$ cat src/rtl/spm_copy_engine_if.sv
// ----------------------------------------------------------------------------
// spm_copy_engine_if.sv
// Interface bundles for the SPM copy/fill engine.
//
//   spm_ctrl_if : request/completion handshake between a controller and the
//                 engine.
//                 master = controller (drives the request fields and abort)
//                 slave  = engine     (drives busy/done/aborted)
//     start, mode, src_addr, dst_addr, len, fill_data, abort  : request side
//     busy, done, aborted                                      : status side
//
//   spm_port_if : one port of the SPM RAM (registered read, 1-cycle latency).
//                 master = engine (drives address, write enable, write data)
//                 slave  = RAM    (drives read data)
// ----------------------------------------------------------------------------
interface spm_ctrl_if #(
  parameter int ADDR_W = 12,
  parameter int DATA_W = 32,
  parameter int LEN_W  = 13
);
  logic              start;
  logic              mode;
  logic [ADDR_W-1:0] src_addr;
  logic [ADDR_W-1:0] dst_addr;
  logic [LEN_W-1:0]  len;
  logic [DATA_W-1:0] fill_data;
  logic              abort;
  logic              busy;
  logic              done;
  logic              aborted;

  modport master (
    output start, mode, src_addr, dst_addr, len, fill_data, abort,
    input  busy, done, aborted
  );

  modport slave (
    input  start, mode, src_addr, dst_addr, len, fill_data, abort,
    output busy, done, aborted
  );
endinterface

interface spm_port_if #(
  parameter int ADDR_W = 12,
  parameter int DATA_W = 32
);
  logic [ADDR_W-1:0] spm_addr;
  logic              spm_we;
  logic [DATA_W-1:0] spm_wr_data;
  logic [DATA_W-1:0] spm_rd_data;

  modport master (
    output spm_addr, spm_we, spm_wr_data,
    input  spm_rd_data
  );

  modport slave (
    input  spm_addr, spm_we, spm_wr_data,
    output spm_rd_data
  );
endinterface

$ cat src/rtl/spm_copy_engine.sv
// ----------------------------------------------------------------------------
// spm_copy_engine.sv
// Block copy (SPM->SPM) / block fill engine driving one SPM RAM port.
//
// Ports:
//   clk   : clock, all state changes on posedge
//   reset : asynchronous active-high reset
//   ctrl  : spm_ctrl_if.slave  - start/mode/src_addr/dst_addr/len/fill_data/
//           abort in; busy/done/aborted out
//   port  : spm_port_if.master - spm_addr/spm_we/spm_wr_data out,
//           spm_rd_data in (valid the cycle after the address)
//
// Copy alternates READ and WRITE cycles (2 cycles/word) so the registered
// read data is available while the destination word is presented. Fill stays
// in WRITE (1 cycle/word). Port drive is purely combinational from the state
// and pointer registers, so an asynchronous reset drops spm_we at once.
// ----------------------------------------------------------------------------
module spm_copy_engine #(
  parameter int ADDR_W = 12,
  parameter int DATA_W = 32,
  parameter int LEN_W  = 13
) (
  input  logic        clk,
  input  logic        reset,
  spm_ctrl_if.slave   ctrl,
  spm_port_if.master  port
);

  typedef enum logic [1:0] {
    ST_IDLE  = 2'd0,
    ST_READ  = 2'd1,
    ST_WRITE = 2'd2,
    ST_DONE  = 2'd3
  } state_t;

  state_t            state_reg, state_next;
  logic [ADDR_W-1:0] src_ptr_reg, src_ptr_next;
  logic [ADDR_W-1:0] dst_ptr_reg, dst_ptr_next;
  logic [LEN_W-1:0]  remaining_reg, remaining_next;
  logic              mode_reg, mode_next;
  logic [DATA_W-1:0] fill_reg, fill_next;
  logic              aborted_reg, aborted_next;

  always_ff @(posedge clk or posedge reset) begin
    if (reset) begin
      state_reg     <= ST_IDLE;
      src_ptr_reg   <= '0;
      dst_ptr_reg   <= '0;
      remaining_reg <= '0;
      mode_reg      <= 1'b0;
      fill_reg      <= '0;
      aborted_reg   <= 1'b0;
    end else begin
      state_reg     <= state_next;
      src_ptr_reg   <= src_ptr_next;
      dst_ptr_reg   <= dst_ptr_next;
      remaining_reg <= remaining_next;
      mode_reg      <= mode_next;
      fill_reg      <= fill_next;
      aborted_reg   <= aborted_next;
    end
  end

  always_comb begin
    state_next       = state_reg;
    src_ptr_next     = src_ptr_reg;
    dst_ptr_next     = dst_ptr_reg;
    remaining_next   = remaining_reg;
    mode_next        = mode_reg;
    fill_next        = fill_reg;
    aborted_next     = aborted_reg;
    port.spm_addr    = '0;
    port.spm_we      = 1'b0;
    port.spm_wr_data = '0;

    case (state_reg)
      ST_IDLE: begin
        if (ctrl.start) begin
          src_ptr_next   = ctrl.src_addr;
          dst_ptr_next   = ctrl.dst_addr;
          remaining_next = ctrl.len;
          mode_next      = ctrl.mode;
          fill_next      = ctrl.fill_data;
          aborted_next   = 1'b0;
          if (ctrl.len == '0) begin
            state_next = ST_DONE;
          end else if (ctrl.mode) begin
            state_next = ST_WRITE;
          end else begin
            state_next = ST_READ;
          end
        end
      end

      ST_READ: begin
        port.spm_addr = src_ptr_reg;
        if (ctrl.abort) begin
          aborted_next = 1'b1;
          state_next   = ST_DONE;
        end else begin
          // Pointer wraps naturally at 2^ADDR_W.
          src_ptr_next = src_ptr_reg + 1'b1;
          state_next   = ST_WRITE;
        end
      end

      ST_WRITE: begin
        port.spm_addr    = dst_ptr_reg;
        port.spm_we      = 1'b1;
        // In copy mode the RAM output holds the word addressed in READ.
        port.spm_wr_data = mode_reg ? fill_reg : port.spm_rd_data;
        if (ctrl.abort) begin
          // The write shown this cycle still commits at this edge.
          aborted_next = 1'b1;
          state_next   = ST_DONE;
        end else begin
          dst_ptr_next   = dst_ptr_reg + 1'b1;
          remaining_next = remaining_reg - 1'b1;
          if (remaining_reg == LEN_W'(1)) begin
            state_next = ST_DONE;
          end else if (mode_reg) begin
            state_next = ST_WRITE;
          end else begin
            state_next = ST_READ;
          end
        end
      end

      ST_DONE: begin
        aborted_next = 1'b0;
        state_next   = ST_IDLE;
      end

      default: begin
        state_next = ST_IDLE;
      end
    endcase
  end

  assign ctrl.busy    = (state_reg == ST_READ) || (state_reg == ST_WRITE);
  assign ctrl.done    = (state_reg == ST_DONE);
  assign ctrl.aborted = (state_reg == ST_DONE) && aborted_reg;

endmodule
$ cat src/flat_wrapper.sv
// flat-port wrapper written by rule: the top's interface ports become plain ports
module spm_copy_engine_flat 
#(
  parameter int ADDR_W = 12,
  parameter int DATA_W = 32,
  parameter int LEN_W  = 13
)
  (clk, reset, ctrl_start, ctrl_mode, ctrl_src_addr, ctrl_dst_addr, ctrl_len, ctrl_fill_data, ctrl_abort, ctrl_busy, ctrl_done, ctrl_aborted, port_spm_addr, port_spm_we, port_spm_wr_data, port_spm_rd_data);
  spm_ctrl_if #(.ADDR_W(ADDR_W), .DATA_W(DATA_W), .LEN_W(LEN_W)) ctrl_i ();
  spm_port_if #(.ADDR_W(ADDR_W), .DATA_W(DATA_W)) port_i ();
  input  logic clk;
  input  logic reset;
  input wire logic [$bits(ctrl_i.start)-1:0] ctrl_start;
  input wire logic [$bits(ctrl_i.mode)-1:0] ctrl_mode;
  input wire logic [$bits(ctrl_i.src_addr)-1:0] ctrl_src_addr;
  input wire logic [$bits(ctrl_i.dst_addr)-1:0] ctrl_dst_addr;
  input wire logic [$bits(ctrl_i.len)-1:0] ctrl_len;
  input wire logic [$bits(ctrl_i.fill_data)-1:0] ctrl_fill_data;
  input wire logic [$bits(ctrl_i.abort)-1:0] ctrl_abort;
  output wire logic [$bits(ctrl_i.busy)-1:0] ctrl_busy;
  output wire logic [$bits(ctrl_i.done)-1:0] ctrl_done;
  output wire logic [$bits(ctrl_i.aborted)-1:0] ctrl_aborted;
  output wire logic [$bits(port_i.spm_addr)-1:0] port_spm_addr;
  output wire logic [$bits(port_i.spm_we)-1:0] port_spm_we;
  output wire logic [$bits(port_i.spm_wr_data)-1:0] port_spm_wr_data;
  input wire logic [$bits(port_i.spm_rd_data)-1:0] port_spm_rd_data;
  assign ctrl_i.start = ctrl_start;
  assign ctrl_i.mode = ctrl_mode;
  assign ctrl_i.src_addr = ctrl_src_addr;
  assign ctrl_i.dst_addr = ctrl_dst_addr;
  assign ctrl_i.len = ctrl_len;
  assign ctrl_i.fill_data = ctrl_fill_data;
  assign ctrl_i.abort = ctrl_abort;
  assign ctrl_busy = ctrl_i.busy;
  assign ctrl_done = ctrl_i.done;
  assign ctrl_aborted = ctrl_i.aborted;
  assign port_spm_addr = port_i.spm_addr;
  assign port_spm_we = port_i.spm_we;
  assign port_spm_wr_data = port_i.spm_wr_data;
  assign port_i.spm_rd_data = port_spm_rd_data;
  spm_copy_engine #(.ADDR_W(ADDR_W), .DATA_W(DATA_W), .LEN_W(LEN_W)) u_core (.clk(clk), .reset(reset), .ctrl(ctrl_i), .port(port_i));
endmodule
$ cat config.mk
export PLATFORM = sky130hd
export DESIGN_NAME = spm_copy_engine_flat
export DESIGN_NICKNAME = d
export VERILOG_FILES = /design/src/rtl/spm_copy_engine_if.sv /design/src/rtl/spm_copy_engine.sv /design/src/flat_wrapper.sv
export SDC_FILE = /design/constraint.sdc
export NUM_CORES = 1
export LEC_CHECK = 0
export ABC_AREA = 1
export CORE_ASPECT_RATIO = 1.5
export CORE_MARGIN = 1.5
export CORE_UTILIZATION = 35
export DETAILED_ROUTE_END_ITERATION = 10
export PLACE_DENSITY = 0.7
export SYNTH_ARGS = -nofsm -noshare
export SYNTH_HDL_FRONTEND = slang
export SYNTH_SLANG_ARGS = --single-unit
$ cat constraint.sdc
create_clock -name clk -period 2.7 [get_ports clk]
set_input_delay 0.54 -clock clk [delete_from_list [all_inputs] [get_ports clk]]
set_output_delay 0.54 -clock clk [all_outputs]
set_load 0.005 [all_outputs]
Word-level counts from Yosys, hierarchy flattened:

Cells that the tools add are included.
W data, S select, Z words.

* RAM bits: 0
* memories: 0
* input bits: 106
* register bits after elaboration: 73
* latch bits: 0
* output and inout port bits: 48
* ROM bits: 0

* $mul: 0
* div/mod/pow operators: 0
* order comparisons: 0
* eq/ne operators: 8
* add/sub/neg operators: 3
* bitwise operators: 0
* reductions and logical operators: 11
* shifts and indexed selects: 0
* multiplexer cells: 24

Operator list (number)
* $pmux W12 S2: 3
* $mux W32: 2
* $mux W12: 4
* $mux W13: 2
* $pmux W13 S2: 1
* $add A12 B1 Y12 const B: 2
* $eq A13 B1 Y1 const B: 1
* $logic_not A13 Y1: 1
* $sub A13 B1 Y13 const B: 1
* $mux W2: 6
* $pmux W2 S4: 1
* $ne A2 B2 Y1 const B: 3
* $reduce_and A3 Y1: 2
* $eq A2 B2 Y1 const B: 2
* $mux W1: 4
* $reduce_and A2 Y1: 2
* $reduce_bool A2 Y1: 2
* $pmux W1 S3: 1
* $eq A2 B1 Y1 const B: 1
* $logic_not A2 Y1: 1
* $ne A2 B1 Y1 const B: 1
* $reduce_or A2 Y1: 1
* $logic_and A1 B1 Y1: 1
* $logic_or A1 B1 Y1: 1

Logic depth before layout (Yosys ltp):

* word-level depth: 4
* mapped depth: 12

Least setup slack after synthesis:

OpenSTA, ideal clock, no wires.

* path kind: reg-to-output
* from: reg u_core.state_reg[0]
* to: out port_spm_wr_data[10]
* arrival time: 1.418 ns
* stages on the path, launching flop included: 8
* setup slack: 0.742 ns
* cells stage by stage: dfrtp_1 > inv_1 > ha_1 > buf_4 > buf_4 > clkbuf_1 > o21ai_0 > nor2_1

* word-level cells in the longest chain between the ends: 2

Ends and longest elaborated chain
* from (decl): RTL line spm_copy_engine.sv:36 `state_t state_reg, state_next;`
* from (signal assigned): RTL line spm_copy_engine.sv:54 `state_reg <= state_next;`
* $eq A2 B2 Y1: RTL line spm_copy_engine.sv:76 `case (state_reg)`
* $mux W32: RTL line spm_copy_engine.sv:76
* to (decl): RTL line flat_wrapper.sv:25 `output wire logic [$bits(port_i.spm_wr_data)-1:0] port_spm_wr_data;`

No other way between the ends.

Final worst setup path:

* from: reg u_core.state_reg[1]
* to: out port_spm_addr[10]

* word-level cells in the longest chain between the ends: 2
* elaborated cells between the ends (all ways): 3
* classes of those cells: 2 x eq/ne; 1 x mux

Ends and longest elaborated chain
* $eq A2 B2 Y1 or $eq A2 B1 Y1 (tied branches): RTL line spm_copy_engine.sv:76
* $pmux W12 S2 *: RTL line spm_copy_engine.sv:76
* to (decl): RTL line flat_wrapper.sv:23 `output wire logic [$bits(port_i.spm_addr)-1:0] port_spm_addr;`

Mark *: on every way between the ends. The rest lies on a longest branch, timed or not.

==> flow_metrics.tcl <==
set metrics [dict create \
    syn_inst 654 \
    start_util 0.360 \
    path_max_fanout 7 \
    dieArea_um2 14200 \
    synth_cell_types 37 \
    outcome "completed" \
    slew_violations 0 \
    cp-start-kind "flip-flop" \
    fin_crit_sh 0.980 \
    drt-pass1-iter-count 4 \
    utilization 0.527 \
    clockRootBuffer "clkbuf_16" \
    grt_max_degree 35 \
    pin_count 154 \
    hold_start "u_core.fill_reg[14]$_DFFE_PP0P_" \
    period_minus_slack_ps 2650 \
    synth_top_area_share 0.388 \
    synthFlopType "dfrtp_1" \
    clkSlewWorstSetupHoldPaths_ps 60 \
    hp-class "flip-flop to flip-flop" \
    synth_edf_count 0 \
    leakagePower_nw 3.05 \
    endpoint_kind "output pin" \
    synthesis.nets 769 \
    port_buffers 153 \
    yosys.area_share.simple 0.304 \
    p_per_area_nw_per_um2 1160 \
    synth.area.top_cells "dfrtp_1 39%, nand2_1 15%, nor2_1 9.7%" \
    grt_pass1_wl_um 22200 \
    grt_use_total 0.193 \
    skew_ps 7.74 \
    worstSetupPathType "flip-flop to output pin" \
    drive_gt1_frac 0.116 \
    wl_um 13400 \
    ant_nets 0 \
    rows 51 \
    core_um2 13100 \
    viasPerCell 4.89 \
    setup_viol 0 \
    ys_seq_area_frac 0.388 \
    power_mw 8.01 \
    synthAdderAreaFrac 0.0239 \
    die_h_um 145 \
    vdd_drop_max_mv 0.433 \
    syn_area_um2 4710 \
    synth_mux_area_frac 0.0765 \
    synth_top_family_by_area "simple AND/OR/NAND/NOR gates" \
    post_drt_wl_per_cell_um 13.8 \
    fp.dieW_um 97.7 \
    vias 4736 \
    avgSynthCellArea_um2 7.20 \
    antenna_cells 0 \
    synth_top_area_cell "dfrtp_1" \
    clk_latency_ps 330 \
    whs_endpoint "u_core.fill_reg[14]$_DFFE_PP0P_" \
    arrival_ps 2110 \
    tightestPinTransition_ps 532 \
    drv_cap 0 \
    numCtsBuffers 9 \
    rsz0062_at_grt "true" \
    placed_area_um2 6400 \
    r2r_end "u_core.remaining_reg[8]$_DFFE_PP0P_" \
    grt_overflow_total 0 \
    nets 920 \
    relSlewSlack 0.645 \
    antenna_found_initial 0 \
    ys_warn_count 0 \
    clock.fmax_mhz 378 \
    cts_tree "built" \
    clockBufferDepth 2 \
    synth_xor_area_frac 0.00372 \
    whs_path_depth 1 \
    rr_startpoint "u_core.state_reg[0]$_DFFE_PP0P_" \
    hold_viol_final 0 \
    synth_compound_area_frac 0.125 \
    synth_commonest_cells "184 x nand2_1, 122 x nor2_1, 73 x dfrtp_1" \
    syn2layout_area_growth_pct 46.3 \
    worstPathRequired_ps 2160 \
    synth_seq_cells 73 \
    async_flop_share 1.00 \
    stdcell_area_um2 6890 \
    post-dp-hpwl_um 9770 \
    r2r_cells 13 \
    yosys.cell_count.top_type "nand2_1" \
    htree_num_levels 3 \
    drt-initial-drc-count 120 \
    drc_errors 0 \
    largest_reg_flops 32 \
    cts_sinks 73 \
    gp_congestion 0.821 \
    reg2reg_slack_ps 450 \
    setup_tns_ps 0 \
    grt_pass1_vias 4730 \
]
[critical path, stage by stage (launching register included)]
cell,delay [ps]
dfrtp_2,410
inv_1,130
ha_4,350
clkinvlp_4,180
a21oi_1,190
clkdlybuf4s50_1,520
[routing by layer]
| metal | up-vias | track usage | wire, µm |
|---|---|---|---|
| met2 | 129 | 0.348 | 6990 |
| met3 | 22 | 0.0400 | 681 |
| met4 | 0 | 0.0771 | 323 |
| met5 | - | 0 | 0 |
| met1 | 2177 | 0.219 | 5400 |
| li1 | 2408 | - | - |
[how the worst max path moves through the flow]
stage                                          from                        endpoint  slack (ps)
floorplan                                     reset  u_core.aborted_reg$_DFFE_PP0P_         310
global placement    u_core.state_reg[1]$_DFFE_PP0P_                port_spm_addr[3]         260
detailed placement  u_core.state_reg[1]$_DFFE_PP0P_                port_spm_addr[3]         230
CTS                 u_core.state_reg[1]$_DFFE_PP0P_               port_spm_addr[10]         -30
global route        u_core.state_reg[1]$_DFFE_PP0P_                port_spm_addr[9]         -40
finish              u_core.state_reg[1]$_DFFE_PP0P_               port_spm_addr[10]          50
[repair_timing]
item / CTS / global route
resized for setup: 3 / 10
hold buffers: 0 / 0
setup endpoints to repair: 22 / 38
cloned: 1 / 2
setup buffers: 0 / 3
[where the power goes]
group	switching, mW	total [mW]	leakage, nW	internal [mW]
Clock	0.475	1.38	0.162	0.902
Combinational	2.35	4.49	2.02	2.14
Sequential	0.467	2.14	0.871	1.67
Total	3.29	8.01	3.05	4.72
[cell usage in the layout (no fill, tap or decap), types with 3 or more instances in the layout]
cell / netlist / final
buf_12: 0 / 6
inv_2: 4 / 6
ha_4: 0 / 3
nand2_2: 3 / 3
bufinv_16: 0 / 3
clkbuf_16: 0 / 10
nand3_1: 31 / 31
nand3b_1: 4 / 4
o21ai_0: 45 / 45
inv_1: 43 / 40
nor2_1: 122 / 122
dfrtp_1: 73 / 71
o211ai_1: 8 / 8
mux2_2: 32 / 32
nand2_1: 184 / 184
buf_4: 3 / 8
o21ai_1: 9 / 9
a21oi_1: 29 / 29
clkinvlp_4: 0 / 4
ha_1: 9 / 6
clkdlybuf4s50_1: 0 / 153
[cells by family after synthesis]
| family | Yosys count |
|---|---|
| DFF | 73 |
| and+or+nand+nor | 355 |
| AOI/OAI and AO/OA | 104 |
| muxes | 32 |
| buffers and inverters | 79 |
| adders and majority gates | 9 |
| xor gates and xnor gates | 2 |
[area by class of cell]
cell class	count	area [µm²]
fillers	1225	6190
multi-input cells	502	2550
flip-flops and latches	73	1830
repair buffers	169	1770
clock buffers	9	225
well taps	159	199
inverters	49	190
clock inverters	7	119
repair inverters	1	7.51
[metrics by stage]
stage	hold slack [ps]	setup WS [ps]	instances
final	507	53.8	969
after global routing	523	-42.9	969
after CTS	508	-27.1	964
after detailed placement	495	232	947
after global placement	489	265	947
after floorplan	462	307	654
Note: power is estimated with default switching activity, not from simulation.
